### src/rtl/hazard_mc.sv
// Pipeline hazard unit: forwarding, load-use, multi-cycle divide and memory-wait stalls, branch flush.
// Controls are combinational from the current stage contents; div_cnt and the perf counters are registered.
module hazard_mc #(
  parameter int REG_AW      = 5,
  parameter int DIV_LATENCY = 4,
  parameter int CNT_W       = 32
) (
  input  logic              clk,
  input  logic              reset,
  input  logic [REG_AW-1:0] Rs1D,
  input  logic [REG_AW-1:0] Rs2D,
  input  logic [REG_AW-1:0] Rs1E,
  input  logic [REG_AW-1:0] Rs2E,
  input  logic [REG_AW-1:0] RdE,
  input  logic [REG_AW-1:0] RdM,
  input  logic [REG_AW-1:0] RdW,
  input  logic              ResultSrcE_zero,
  input  logic              RegWriteM,
  input  logic              RegWriteW,
  input  logic              PCSrcE,
  input  logic              MulDivE,
  input  logic              MemReqM,
  input  logic              MemReadyM,
  output logic              StallF,
  output logic              StallD,
  output logic              StallE,
  output logic              StallM,
  output logic              FlushD,
  output logic              FlushE,
  output logic              FlushM,
  output logic              FlushW,
  output logic [1:0]        ForwardAE,
  output logic [1:0]        ForwardBE,
  output logic              DivBusy,
  output logic [CNT_W-1:0]  StallCount,
  output logic [CNT_W-1:0]  FlushCount
);

  localparam int DCW = (DIV_LATENCY > 1) ? $clog2(DIV_LATENCY) : 1;
  localparam logic [DCW-1:0] DIV_LAST = DCW'(DIV_LATENCY - 1);

  logic [DCW-1:0] div_cnt;
  logic           memstall;
  logic           divstall;
  logic           lwstall;

  assign memstall = MemReqM && !MemReadyM;
  assign divstall = MulDivE && (div_cnt != DIV_LAST);
  assign lwstall  = ResultSrcE_zero && (RdE != '0) && ((RdE == Rs1D) || (RdE == Rs2D));
  assign DivBusy  = divstall && !memstall && !reset;

  // M has priority over W: it holds the younger value of the register
  always_comb begin
    ForwardAE = 2'b00;
    if ((Rs1E != '0) && (Rs1E == RdM) && RegWriteM)      ForwardAE = 2'b10;
    else if ((Rs1E != '0) && (Rs1E == RdW) && RegWriteW) ForwardAE = 2'b01;
    ForwardBE = 2'b00;
    if ((Rs2E != '0) && (Rs2E == RdM) && RegWriteM)      ForwardBE = 2'b10;
    else if ((Rs2E != '0) && (Rs2E == RdW) && RegWriteW) ForwardBE = 2'b01;
  end

  always_comb begin
    StallF = 1'b0;
    StallD = 1'b0;
    StallE = 1'b0;
    StallM = 1'b0;
    FlushD = 1'b0;
    FlushE = 1'b0;
    FlushM = 1'b0;
    FlushW = 1'b0;
    if (reset) begin
      FlushD = 1'b1;
      FlushE = 1'b1;
      FlushM = 1'b1;
      FlushW = 1'b1;
    end else if (memstall) begin
      // a taken branch stays parked in E and flushes once the access completes
      StallF = 1'b1;
      StallD = 1'b1;
      StallE = 1'b1;
      StallM = 1'b1;
      FlushW = 1'b1;
    end else if (divstall) begin
      StallF = 1'b1;
      StallD = 1'b1;
      StallE = 1'b1;
      FlushM = 1'b1;
    end else if (lwstall) begin
      StallF = 1'b1;
      StallD = 1'b1;
      FlushE = 1'b1;
      FlushD = PCSrcE;
    end else if (PCSrcE) begin
      FlushD = 1'b1;
      FlushE = 1'b1;
    end
  end

  always_ff @(posedge clk) begin
    if (reset || !MulDivE) begin
      div_cnt <= '0;
    end else if (!memstall) begin
      div_cnt <= (div_cnt == DIV_LAST) ? '0 : div_cnt + 1'b1;
    end
  end

  always_ff @(posedge clk) begin
    if (reset) begin
      StallCount <= '0;
      FlushCount <= '0;
    end else begin
      if (StallF && (StallCount != '1))             StallCount <= StallCount + 1'b1;
      if ((FlushD || FlushE) && (FlushCount != '1)) FlushCount <= FlushCount + 1'b1;
    end
  end

endmodule

### config.mk
export PLATFORM = sky130hd
export DESIGN_NAME = hazard_mc
export DESIGN_NICKNAME = d
export VERILOG_FILES = /design/src/rtl/hazard_mc.sv
export SDC_FILE = /design/constraint.sdc
export NUM_CORES = 1
export LEC_CHECK = 0
export CORE_ASPECT_RATIO = 0.8
export CORE_MARGIN = 2
export CORE_UTILIZATION = 51
export DETAILED_ROUTE_END_ITERATION = 12
export PLACE_DENSITY = 0.86
export SYNTH_ARGS = -nofsm -noshare
export SYNTH_HDL_FRONTEND = slang
export SYNTH_SLANG_ARGS = --single-unit
### constraint.sdc
create_clock -name clk -period 5.5 [get_ports clk]
set_clock_uncertainty 0.15 [all_clocks]
set_input_delay 1.1 -clock clk [delete_from_list [all_inputs] [get_ports clk]]
set_output_delay 1.1 -clock clk [all_outputs]
set_load 0.01 [all_outputs]
# --- Word level (Yosys, flattened, before mapping) ---
# Index checks and enable logic that the tools add are counted.
word_totals:
  regBits: 66
  latch_bits: 0
  ram_bits: 0
  mem_bits_ro: 0
  in_bits: 44
  output_inout_bits: 77
  wordCells: 68
  n_memories: 0
op_classes:
  add_sub_neg: 3
  mul: 0
  div: 0
  magnitude_cmp: 0
  n_eq_ne: 10
  shift: 0
  mux: 26
  bitwise: 0
  reduce_logical: 26
op_table:
  columns: ["operator", "count"]
  rows:
  - ["32-bit by 1-bit adder with 32-bit output (second input constant)", 2]
  - ["32-bit != test (second input constant)", 2]
  - ["5-bit == test", 6]
  - ["1-bit 2-to-1 mux", 23]
  - ["1-bit logical AND", 16]
  - ["5-bit nonzero test", 3]
  - ["2-bit 2-to-1 mux", 3]
  - ["1-bit zero test", 4]
  - ["1-bit logical OR", 3]
  - ["2-bit by 1-bit adder with 2-bit output (second input constant)", 1]
  - ["2-bit == test (second input constant)", 1]
  - ["2-bit != test (second input constant)", 1]

# --- Logic depth before layout (Yosys ltp) ---
depth:
  depth_word: 9
  ltp_mapped: 10
  depth_no_buf: 7

# --- Worst setup path before layout ---
# Ideal clock, no wire load.
synth_timing:
  path_kind: "input port to output port"
  startpoint: "in RdE[1]"
  endpoint: "out StallF"
  t_arrival_ps: 2529
  t_required_ps: 4250
  slack_ps: 1721
  path_stages: 6
  path_buffers: 1
  cell_sequence: "or4_1 -> o21ai_0 -> inv_1 -> a31oi_1 -> inv_1 -> buf_4"
synth_via:
  elab_chain_len: 7
  word_cells_on_any_way: 10
  classes_between: "2 x eq/ne; 4 x mux; 4 x reduce/logical"
synth_lines:
  columns: ["element", "line_no", "source"]
  rows:
  - ["start, declared", "14", "input logic [REG_AW-1:0] RdE,"]
  - ["5-bit == test or 5-bit nonzero test (tied branches)", "49", "assign lwstall = ResultSrcE_zero && (RdE != '0) && ((RdE == Rs1D) || (RdE == Rs2D));"]
  - ["1-bit logical OR or 1-bit logical AND (tied branches)", "49", null]
  - ["1-bit logical AND *", "49", null]
  - ["1-bit 2-to-1 mux * (4 in a row)", null, null]
  - ["end, declared", "24", "output logic StallF,"]
# Mark *: on every way between the ends. The rest lies on a longest branch, timed or not.

# --- Worst setup path in the final report ---
layout_timing:
  startpoint: "in RdE[1]"
  endpoint: "out StallF"
layout_via:
  elab_chain_len: 7
  word_cells_on_any_way: 10
  classes_between: "2 x eq/ne; 4 x mux; 4 x reduce/logical"
layout_lines:
  columns: ["element", "line_no", "source"]
  rows:
  - ["5-bit == test or 5-bit nonzero test (tied branches)", "49", null]
  - ["1-bit logical OR or 1-bit logical AND (tied branches)", "49", null]
  - ["1-bit logical AND *", "49", null]
  - ["1-bit 2-to-1 mux *", "88", "end else if (lwstall) begin"]
  - ["1-bit 2-to-1 mux *", "83", "end else if (divstall) begin"]
  - ["1-bit 2-to-1 mux *", "76", "end else if (memstall) begin"]
  - ["1-bit 2-to-1 mux *", "71", "if (reset) begin"]
# Marked as above.

==> results.json <==
{
  "status": "complete, no violations",
  "whs_ns": 0.3209,
  "finalSetupViolCount": 0,
  "crit_type": "in2out",
  "min-delay-start": "div_cnt[1]",
  "postCtsSetupRepairBufs": 0,
  "initial_core_util_pct": 52.26,
  "wl_mm": 10.67,
  "core_sq_mm": 0.007357,
  "drt_iter0_drc": 227,
  "wl_per_cell_um": 15.64,
  "cts.clk_slew.worst_paths_ns": 0.07,
  "maxSlewHeadroom_pct": 38.41,
  "post-synth-top-count-cell": "dfxtp_1",
  "powerDensity_mw_per_mm2": 212.6,
  "numCtsBuffers": 9,
  "post-route-period-util_pct": 89.17,
  "drv_cap": 0,
  "yosys-top-cells-count": "66 x dfxtp_1, 55 x a21oi_1, 36 x nand2_1, 26 x or3_1",
  "grt_max_degree": 48,
  "grt_pass1_vias": 3644,
  "num_antenna_cells": 0,
  "hold_path_class": "reg2reg",
  "ir_worst_vdd_mv": 0.1267,
  "synth_edf_count": 0,
  "htreeDepth": 3,
  "postRouteAntennaNets": 0,
  "viasPerCell": 6.051,
  "crit_fanout": 6,
  "syn_nets": 523,
  "leakagePower_nw": 1.713,
  "setup-tns-final_ns": 0,
  "drc": 0,
  "startpoint_type": "input pin",
  "rows": 28,
  "crit_required_ns": 4.25,
  "power_mw": 1.127,
  "ys.flop_type": "dfxtp_1",
  "die_w_um": 101.1,
  "grt_overflow": 0,
  "nets": 634,
  "cp.arrival_ns": 3.65,
  "register_area_sq_mm": 0.001321,
  "async_reset_ff_share_pct": 0,
  "cts_root_buf": "clkbuf_8",
  "fmax_mhz": 203.9,
  "worstMarginPinSlew_ns": 0.9154,
  "yosys.area.top_type_share_pct": 34.36,
  "synthToLayoutAreaGrowth_pct": 37.94,
  "synth.area.top_cells": "dfxtp_1 34%, a21oi_1 7.2%, o31ai_1 4.3%",
  "dr_total_vias": 4127,
  "syn_inst": 476,
  "grt_pass1_wl_mm": 16.98,
  "die_area_sq_mm": 0.008254,
  "clock_latency_ns": 0.34,
  "r2r_start": "StallCount[4]",
  "rsz0062_at_grt": "false",
  "place.gp.congestion": 0.8540,
  "slew_viol_final": 0,
  "antenna_found_initial": 0,
  "cts_resized": 0,
  "syn_area_sq_mm": 0.003845,
  "final_util_pct": 72.09,
  "io_pins": 121,
  "critPathCaptureType": "output pin",
  "synth_top_cell_by_area": "dfxtp_1",
  "dr.pass1.iters": 6,
  "nFillCells": 555,
  "critical_path.startpoint": "RdE[1]",
  "cts_sinks": 66,
  "hold_violations": 0,
  "dp_hpwl_mm": 7.798,
  "grt_usage_pct": 25.63,
  "io_buffer_count": 120,
  "synth-seq-area-share_pct": 34.36,
  "yosys_warnings": 0,
  "dieHeight_um": 81.66,
  "synth.avg_cell_area_sq_um": 8.078,
  "synth-seq-cells": 66,
  "cts_tree": "done",
  "hold_buffers": 0,
  "drive_gt1_share_pct": 7.770,
  "synth.distinct_cells": 56,
  "multiInputGateArea_sq_mm": 0.002351,
  "clock_path_buffers": 2,
  "layout_min_cycle_time_ns": 4.904
}
-- registers in the layout, indices dropped and copies added, names as in the netlist --
signal,flops
FlushCount,32
StallCount,32
div_cnt,2
-- power by group --
part           switching (mW)  leakage [nW]  internal, mW  total, mW
sequential            0.00650         0.532         0.482      0.488
clock                   0.199         0.120         0.301      0.500
combinational          0.0713          1.06        0.0681      0.139
total                   0.277          1.71         0.851       1.13
-- placed cells by master, fill, tap and decap left out, types with 3 or more instances in the layout --
master / synthesis / final
clkdlybuf4s50_1: 0 / 119
dfxtp_1: 66 / 66
a21oi_1: 55 / 55
nand2_1: 36 / 36
or3_1: 26 / 26
nor2_1: 25 / 25
o21ai_0: 25 / 25
nand3_1: 24 / 24
o31ai_1: 22 / 22
or4_1: 21 / 21
xnor2_1: 18 / 18
xor2_1: 17 / 17
nand4_1: 17 / 17
nor4_1: 12 / 12
inv_1: 12 / 12
clkbuf_8: 0 / 9
and3_1: 7 / 7
nor2b_1: 6 / 6
buf_4: 1 / 5
nor3_1: 4 / 4
and2_1: 4 / 4
and4_1: 4 / 4
mux2_2: 4 / 4
nand2b_1: 3 / 3
and3_2: 3 / 3
a21o_1: 3 / 3
ha_1: 3 / 3
bufinv_16: 0 / 3
-- worst paths after layout --
path,end,slack [ns],depth (start not counted)
setup reg to reg,StallCount[28],2.55,6
setup / recovery,StallF,0.60,7
hold reg to reg,div_cnt[1],0.32,2
hold / removal,div_cnt[1],0.32,2
-- cell families (layout without fill, tap and decap cells) --
family	Yosys count	after routing	synth area share (%)
and+or+nand+nor	212	212	32.61
AOI/OAI and AO/OA	116	116	17.60
DFF	66	66	34.36
buffers and inverters	37	153	4.491
xor gates and xnor gates	35	35	7.973
muxes	7	7	1.985
adders and majority gates	3	3	0.9763
-- through the flow --
step	std cells	setup WS (ns)	area [sq um]
finish	682	0.5957	5304
global route	682	0.3838	5304
CTS	682	0.6100	5304
detailed placement	666	0.6373	5064
global placement	666	0.7487	5064
floorplan	476	1.721	3845
-- worst max-delay path: stages --
cell and delay (ns):
clkdlybuf4s50_1 0.47, or4_1 0.53, o21ai_0 0.30, inv_1 0.12, a31oi_1 0.40, inv_1 0.17
clkdlybuf4s50_1 0.55
-- metal layers --
metal | track usage (%) | vias to the layer above | part of all wire, %
li1 | - | 2011 | -
met1 | 31.01 | 1937 | 42
met2 | 42.38 | 156 | 48
met3 | 8.255 | 23 | 7.4
met4 | 10.54 | 0 | 2.4
met5 | 0 | - | 0
-- layout make-up --
| type | instances | share of cell area (%) |
|---|---|---|
| Tap cell | 90 | 2.123 |
| Multi-Input combinational cell | 373 | 44.33 |
| Clock inverter | 7 | 2.194 |
| Inverter | 12 | 0.8493 |
| Timing Repair Buffer | 125 | 23.26 |
| Clock buffer | 9 | 2.335 |
| Sequential cell | 66 | 24.91 |
(Power assumes the default switching activity.)
